### src/rtl/mips_pkg.sv
// Shared definitions for the multi-cycle MIPS controller: state encoding,
// opcodes and the aluop codes that aludec expands.
package mips_pkg;

  typedef enum logic [3:0] {
    S_FETCH   = 4'd0,
    S_DECODE  = 4'd1,
    S_MEMADR  = 4'd2,
    S_MEMRD   = 4'd3,
    S_MEMWB   = 4'd4,
    S_MEMWR   = 4'd5,
    S_EXECUTE = 4'd6,
    S_ALUWB   = 4'd7,
    S_BRANCH  = 4'd8,
    S_ADDIEX  = 4'd9,
    S_ANDIEX  = 4'd10,
    S_ORIEX   = 4'd11,
    S_XORIEX  = 4'd12,
    S_IMMWB   = 4'd13,
    S_JUMP    = 4'd14
  } statetype_t;

  localparam logic [5:0] OP_RTYPE = 6'b000000;
  localparam logic [5:0] OP_J     = 6'b000010;
  localparam logic [5:0] OP_BEQ   = 6'b000100;
  localparam logic [5:0] OP_BNE   = 6'b000101;
  localparam logic [5:0] OP_ADDI  = 6'b001000;
  localparam logic [5:0] OP_ANDI  = 6'b001100;
  localparam logic [5:0] OP_ORI   = 6'b001101;
  localparam logic [5:0] OP_XORI  = 6'b001110;
  localparam logic [5:0] OP_LW    = 6'b100011;
  localparam logic [5:0] OP_SW    = 6'b101011;

  localparam logic [2:0] ALU_ADD   = 3'b000;
  localparam logic [2:0] ALU_SUB   = 3'b001;
  localparam logic [2:0] ALU_RTYPE = 3'b010;
  localparam logic [2:0] ALU_AND   = 3'b011;
  localparam logic [2:0] ALU_OR    = 3'b100;
  localparam logic [2:0] ALU_XOR   = 3'b101;

endpackage

### src/rtl/mainfsm.sv
// Multi-cycle MIPS main controller: Moore FSM driving datapath enables,
// mux selects and the aluop handed to aludec.
//
// state   | meaning
// FETCH   | load IR, PC <= PC+4
// DECODE  | read regs, precompute branch target, dispatch on op
// MEMADR  | ALUOut <= A + SignImm
// MEMRD   | read data memory at ALUOut
// MEMWB   | rt <= Data
// MEMWR   | write B to memory at ALUOut
// EXECUTE | R-type ALU operation
// ALUWB   | rd <= ALUOut
// BRANCH  | compare A,B; conditional PC <= branch target
// ADDIEX  | A + SignImm
// ANDIEX  | A & ZeroImm
// ORIEX   | A | ZeroImm
// XORIEX  | A ^ ZeroImm
// IMMWB   | rt <= ALUOut
// JUMP    | PC <= jump target
module mainfsm
  import mips_pkg::*;
(
  input  logic       clk,
  input  logic       reset,
  input  logic [5:0] op,
  output logic       pcwrite,
  output logic       branch,
  output logic       branchne,
  output logic       irwrite,
  output logic       memwrite,
  output logic       regwrite,
  output logic       iord,
  output logic       memtoreg,
  output logic       regdst,
  output logic       alusrca,
  output logic [1:0] alusrcb,
  output logic       immzext,
  output logic [1:0] pcsrc,
  output logic [2:0] aluop,
  output logic       illegal
);

  statetype_t r_state;
  statetype_t w_next;
  logic       r_bne;

  // beq/bne distinction is captured in DECODE so BRANCH outputs depend on state only
  always_ff @(posedge clk) begin
    if (!reset) begin
      r_state <= S_FETCH;
      r_bne   <= 1'b0;
    end else begin
      r_state <= w_next;
      if (r_state == S_DECODE) r_bne <= (op == OP_BNE);
    end
  end

  always_comb begin
    w_next   = S_FETCH;
    pcwrite  = 1'b0;
    branch   = 1'b0;
    branchne = 1'b0;
    irwrite  = 1'b0;
    memwrite = 1'b0;
    regwrite = 1'b0;
    iord     = 1'b0;
    memtoreg = 1'b0;
    regdst   = 1'b0;
    alusrca  = 1'b0;
    alusrcb  = 2'b00;
    immzext  = 1'b0;
    pcsrc    = 2'b00;
    aluop    = ALU_ADD;
    illegal  = 1'b0;

    case (r_state)
      S_FETCH: begin
        irwrite = 1'b1;
        pcwrite = 1'b1;
        alusrcb = 2'b01;
        w_next  = S_DECODE;
      end
      S_DECODE: begin
        alusrcb = 2'b11;
        case (op)
          OP_LW, OP_SW:    w_next = S_MEMADR;
          OP_RTYPE:        w_next = S_EXECUTE;
          OP_BEQ, OP_BNE:  w_next = S_BRANCH;
          OP_ADDI:         w_next = S_ADDIEX;
          OP_ANDI:         w_next = S_ANDIEX;
          OP_ORI:          w_next = S_ORIEX;
          OP_XORI:         w_next = S_XORIEX;
          OP_J:            w_next = S_JUMP;
          default: begin
            w_next  = S_FETCH;
            illegal = 1'b1;
          end
        endcase
      end
      S_MEMADR: begin
        alusrca = 1'b1;
        alusrcb = 2'b10;
        w_next  = (op == OP_LW) ? S_MEMRD : S_MEMWR;
      end
      S_MEMRD: begin
        iord   = 1'b1;
        w_next = S_MEMWB;
      end
      S_MEMWB: begin
        regwrite = 1'b1;
        memtoreg = 1'b1;
      end
      S_MEMWR: begin
        iord     = 1'b1;
        memwrite = 1'b1;
      end
      S_EXECUTE: begin
        alusrca = 1'b1;
        aluop   = ALU_RTYPE;
        w_next  = S_ALUWB;
      end
      S_ALUWB: begin
        regwrite = 1'b1;
        regdst   = 1'b1;
      end
      S_BRANCH: begin
        alusrca  = 1'b1;
        aluop    = ALU_SUB;
        pcsrc    = 2'b01;
        branch   = ~r_bne;
        branchne = r_bne;
      end
      S_ADDIEX: begin
        alusrca = 1'b1;
        alusrcb = 2'b10;
        w_next  = S_IMMWB;
      end
      S_ANDIEX, S_ORIEX, S_XORIEX: begin
        alusrca = 1'b1;
        alusrcb = 2'b10;
        immzext = 1'b1;
        aluop   = (r_state == S_ANDIEX) ? ALU_AND :
                  (r_state == S_ORIEX)  ? ALU_OR  : ALU_XOR;
        w_next  = S_IMMWB;
      end
      S_IMMWB: begin
        regwrite = 1'b1;
      end
      S_JUMP: begin
        pcwrite = 1'b1;
        pcsrc   = 2'b10;
      end
      default: w_next = S_FETCH;
    endcase

    // reset gates every strobe combinationally, not just from the next edge
    if (!reset) begin
      pcwrite  = 1'b0;
      branch   = 1'b0;
      branchne = 1'b0;
      irwrite  = 1'b0;
      memwrite = 1'b0;
      regwrite = 1'b0;
      iord     = 1'b0;
      memtoreg = 1'b0;
      regdst   = 1'b0;
      alusrca  = 1'b0;
      alusrcb  = 2'b00;
      immzext  = 1'b0;
      pcsrc    = 2'b00;
      aluop    = ALU_ADD;
      illegal  = 1'b0;
    end
  end

endmodule

### config.mk
export PLATFORM = sky130hd
export DESIGN_NAME = mainfsm
export DESIGN_NICKNAME = d
export VERILOG_FILES = /design/src/rtl/mips_pkg.sv /design/src/rtl/mainfsm.sv
export SDC_FILE = /design/constraint.sdc
export NUM_CORES = 1
export LEC_CHECK = 0
export ABC_AREA = 1
export CORE_MARGIN = 2
export CORE_UTILIZATION = 40
export CTS_BUF_LIST = sky130_fd_sc_hd__clkbuf_8
export DETAILED_ROUTE_END_ITERATION = 16
export PLACE_DENSITY = 0.81
export SYNTH_ARGS = -nofsm -noshare
export SYNTH_HDL_FRONTEND = slang
export SYNTH_SLANG_ARGS = --single-unit
### constraint.sdc
create_clock -name clk -period 1.3 [get_ports clk]
set_input_delay 0.26 -clock clk [delete_from_list [all_inputs] [get_ports clk]]
set_output_delay 0.26 -clock clk [all_outputs]
set_load 0.05 [all_outputs]
==> results of run 1 <==
[cells in the mapped netlist (all sizes together)]
cell / number
clkbuf: 1
o31ai: 1
dfxtp: 5
inv: 22
nor3: 2
clkinv: 1
a31oi: 2
a21oi: 6
nand3: 8
nand2: 36
nor2: 40
o21ai: 5
o21bai: 1
o22ai: 1
[stage by stage]
step	hold WS (ns)	setup WS (ns)	setup TNS [ns]	instances	area, um2
3_3_place_gp	0.5755	-0.5687	-8.024	205	1583
2_1_floorplan	0.3984	-0.1839	-0.7503	131	865.8
[cell families after synthesis]
logic type,count (synthesis)
AO/OA/AOI/OAI,16
AND/OR/NAND/NOR,86
flip-flops,5
buffers and inverters,24
==> impl_metrics.json, run 1 <==
{
  "synthMuxAreaShare": 0,
  "io_pins": 27,
  "synth_compound_area_frac": 0.1420,
  "netlist-cell-type-count": 20,
  "avgSynthCellArea_um2": 4.976,
  "die_w_um": 44.37,
  "ys_top_cells_by_area": "nand2_1 20%, nor2_1 20%, dfxtp_1 15%",
  "initial_core_util": 0.4278,
  "synthAdderAreaFrac": 0,
  "ys_ff_latch": 5,
  "yosys.area_share.xor_xnor": 0,
  "die_h_um": 44.37,
  "row_count": 14,
  "synth_top_area_share": 0.2015,
  "syn-num-nets": 139,
  "syn_area_um2": 651.9,
  "yosys.area_share.simple": 0.5662,
  "first-error": "[ERROR DPL-0038] Utilization greater than 100%, impossible to legalize",
  "synth_top_area_cell": "nand2_1",
  "io_buffers": 26,
  "failing_step": "detailed placement",
  "synth_top_family_by_area": "simple AND/OR/NAND/NOR gates",
  "seq_area_frac_synth": 0.1536,
  "yosysWarnings": 0,
  "routabilityCongestion": 0.8708,
  "synth_cells": 131,
  "status": "aborted with a tool error"
}
==> inputs of run 2 (changes only) <==
CORE_AREA = 2 2 63 65   (was default)
CORE_MARGIN = default   (was 2)
CORE_UTILIZATION = default   (was 40)
CTS_BUF_LIST = default   (was sky130_fd_sc_hd__clkbuf_8)
DIE_AREA = 0 0 65 67   (was default)
PLACE_DENSITY = default   (was 0.81)
PLACE_DENSITY_LB_ADDON = 0.15   (was default)
==> run 2 against run 1 <==
Net effect:
- area after synthesis unchanged
- synthesized cell count unchanged
- the flow now finishes, with violations (setup timing)
==> impl_metrics.json, run 2 <==
{
  "drt-total-wl_mm": 2.483,
  "fin_worst_skew_ns": 0.002712,
  "placed_area_um2": 1600,
  "rsz0062_at_grt": "yes",
  "netlist-cell-type-count": 20,
  "setup_viol": 20,
  "syn_area_um2": 651.9,
  "post-route-worst-setup-slack_ns": -0.3137,
  "via_per_inst": 4.176,
  "final_nets": 205,
  "cp_max_fo": 5,
  "cpMostUsedCell": "nor2_4",
  "finalHoldViolations": 0,
  "cts_tree": "done",
  "post-route-period-util": 1.241,
  "maxCapViolCount": 0,
  "syn2layout_area_growth_pct": 180.6,
  "synth_flop_cell": "dfxtp_1",
  "final.setup.tns_ns": -4.808,
  "dr.pass1.iters": 4,
  "clock-sinks": 5,
  "status": "finished, violations left",
  "holdCritPathClass": "primary input to flip-flop",
  "drt_iter0_markers": 15,
  "io_pins": 27,
  "wire_per_inst_um": 10.18,
  "slew_viol_final": 0,
  "numCtsBuffers": 3,
  "cts_buffer_depth": 2,
  "violations": "setup timing",
  "layout_common_cells": "27 x buf_4, 26 x nand2_1, 20 x buf_12, 17 x nor2_4, 17 x nor2_1",
  "syn-num-nets": 139,
  "grt_max_degree": 7,
  "pwr_density_cell_nw_per_um2": 501.4,
  "min_period_ns": 1.614,
  "regMostFlops": "r_state",
  "vias": 1019,
  "core_um2": 3606,
  "root_buffer": "clkbuf_8",
  "postRouteAntennaNets": 0,
  "crit_path_cell_trace": "nor2_4 > inv_2 > nor2_4 > inv_4 > nor3_4 > buf_12",
  "yosysWarnings": 0,
  "grt_util_all_layers": 0.1321,
  "worst-path-buf-inv": 3,
  "grt_pass1_vias": 1041,
  "pre_cts_slack_ns": -0.6416,
  "antenna_found_initial": 0,
  "critPathArrivalTime_ns": 1.35,
  "clk_pin_slew_ns": 0.04,
  "final_common_cell": "buf_4",
  "die_area_um2": 4355,
  "ctsHoldBuffers": 0,
  "synth_top_area_share": 0.2015,
  "critical_path.slowest_cell": "dfxtp_4",
  "fmax_ghz": 0.6197,
  "grt_pass1_wl_mm": 4.464,
  "grt_overflow": 0,
  "slew_headroom": 0.8532,
  "diodes": 0,
  "critPathTopFamily": "simple AND/OR/NAND/NOR gates",
  "htree_num_levels": 1,
  "hpwl_mm": 2.041,
  "die_w_um": 65,
  "row_count": 22,
  "final_cell_area_um2": 1829,
  "drive_gt1_frac": 0.6276,
  "ys_top_cells_by_area": "nand2_1 20%, nor2_1 20%, dfxtp_1 15%",
  "fin_util": 0.5073,
  "p_leak_nw": 0.8304,
  "synth_cells": 131,
  "max_stage_delay_ns": 0.35,
  "seq_area_frac_synth": 0.1536,
  "synth_top_area_cell": "nand2_1",
  "die_h_um": 67,
  "worst_pin_slew_ns": 0.2209,
  "ys_ff_latch": 5,
  "clk_latency_ns": 0.22,
  "synthTopCellsByCount": "35 x nand2_1, 35 x nor2_1, 18 x inv_1",
  "synth_edf_count": 0,
  "cp-start-kind": "flip-flop",
  "io_buffers": 26,
  "end_kind": "primary output",
  "largest_reg_flops": 4,
  "critPathKind": "flip-flop to primary output",
  "initial_core_util": 0.1808,
  "routabilityCongestion": 0.7751,
  "avgSynthCellArea_um2": 4.976,
  "power.total_uw": 917.2,
  "top_regs": "r_state (4), r_bne (1)",
  "ir_drop_v": 0.0003426,
  "required_ns": 1.04,
  "drc": 0,
  "synth_async_sr_flop_share": 0
}
## run 2: logic make-up after synthesis
family,share of synthesized area
and+or+nand+nor,0.5662
DFF,0.1536
buffers and inverters,0.1382
AOI/OAI and AO/OA,0.1421
## run 2: cell type report
| type | count | area [um2] |
|---|---|---|
| tap | 48 | 60.06 |
| fill | 343 | 1777 |
| sequential | 5 | 112.6 |
| clock buffer | 4 | 45.04 |
| timing repair buffer | 62 | 767.0 |
| multi-input combinational | 102 | 742.0 |
| inverter | 23 | 102.6 |
## run 2: path summary, 6_finish.rpt
check,start,depth (start not counted),slack [ns],to
setup / recovery,r_state[1],6,-0.31,branch
hold / removal,op[3],5,0.52,r_bne
setup reg to reg,r_state[0],10,-0.05,r_state[2]
hold reg to reg,r_bne,2,0.60,r_bne
## run 2: per-stage QoR
| stage | hold WS [ns] | cells |
|---|---|---|
| 5_1_grt | 0.5682 | 244 |
| 3_5_place_dp | 0.5923 | 234 |
| 6_report | 0.5211 | 244 |
| 2_1_floorplan | 0.3984 | 131 |
| 4_1_cts | 0.6078 | 241 |
| 3_3_place_gp | 0.5928 | 234 |
## run 2: metal layers
metal	vias to the layer above	track usage	wire, um
met1	463	0.1552	1052
met3	5	0.02703	76
li1	537	-	-
met4	0	0.03989	29
met5	-	0	0
met2	14	0.2397	1325
## run 2: what timing repair did
item / CTS / global route
setup endpoints to repair: 24 / 22
cloned: 1 / 0
setup buffers: 2 / 4
pin swaps: 13 / 6
resized for setup: 44 / 10
## run 2: worst register-to-register path: stages (launching register included)
cell     delay, ns
dfxtp_2       0.36
inv_2         0.05
nand2_1       0.10
inv_2         0.08
nand2_2       0.14
buf_4         0.15
inv_1         0.04
nand2_1       0.05
nand2_1       0.06
nor2_1        0.13
a21oi_1       0.08
## run 2: report_power, final
part | internal (mW) | switching (mW)
Sequential | 0.159 | 0.0143
Clock | 0.211 | 0.0782
Combinational | 0.212 | 0.243
No activity file was read; power rests on OpenSTA's default activity.
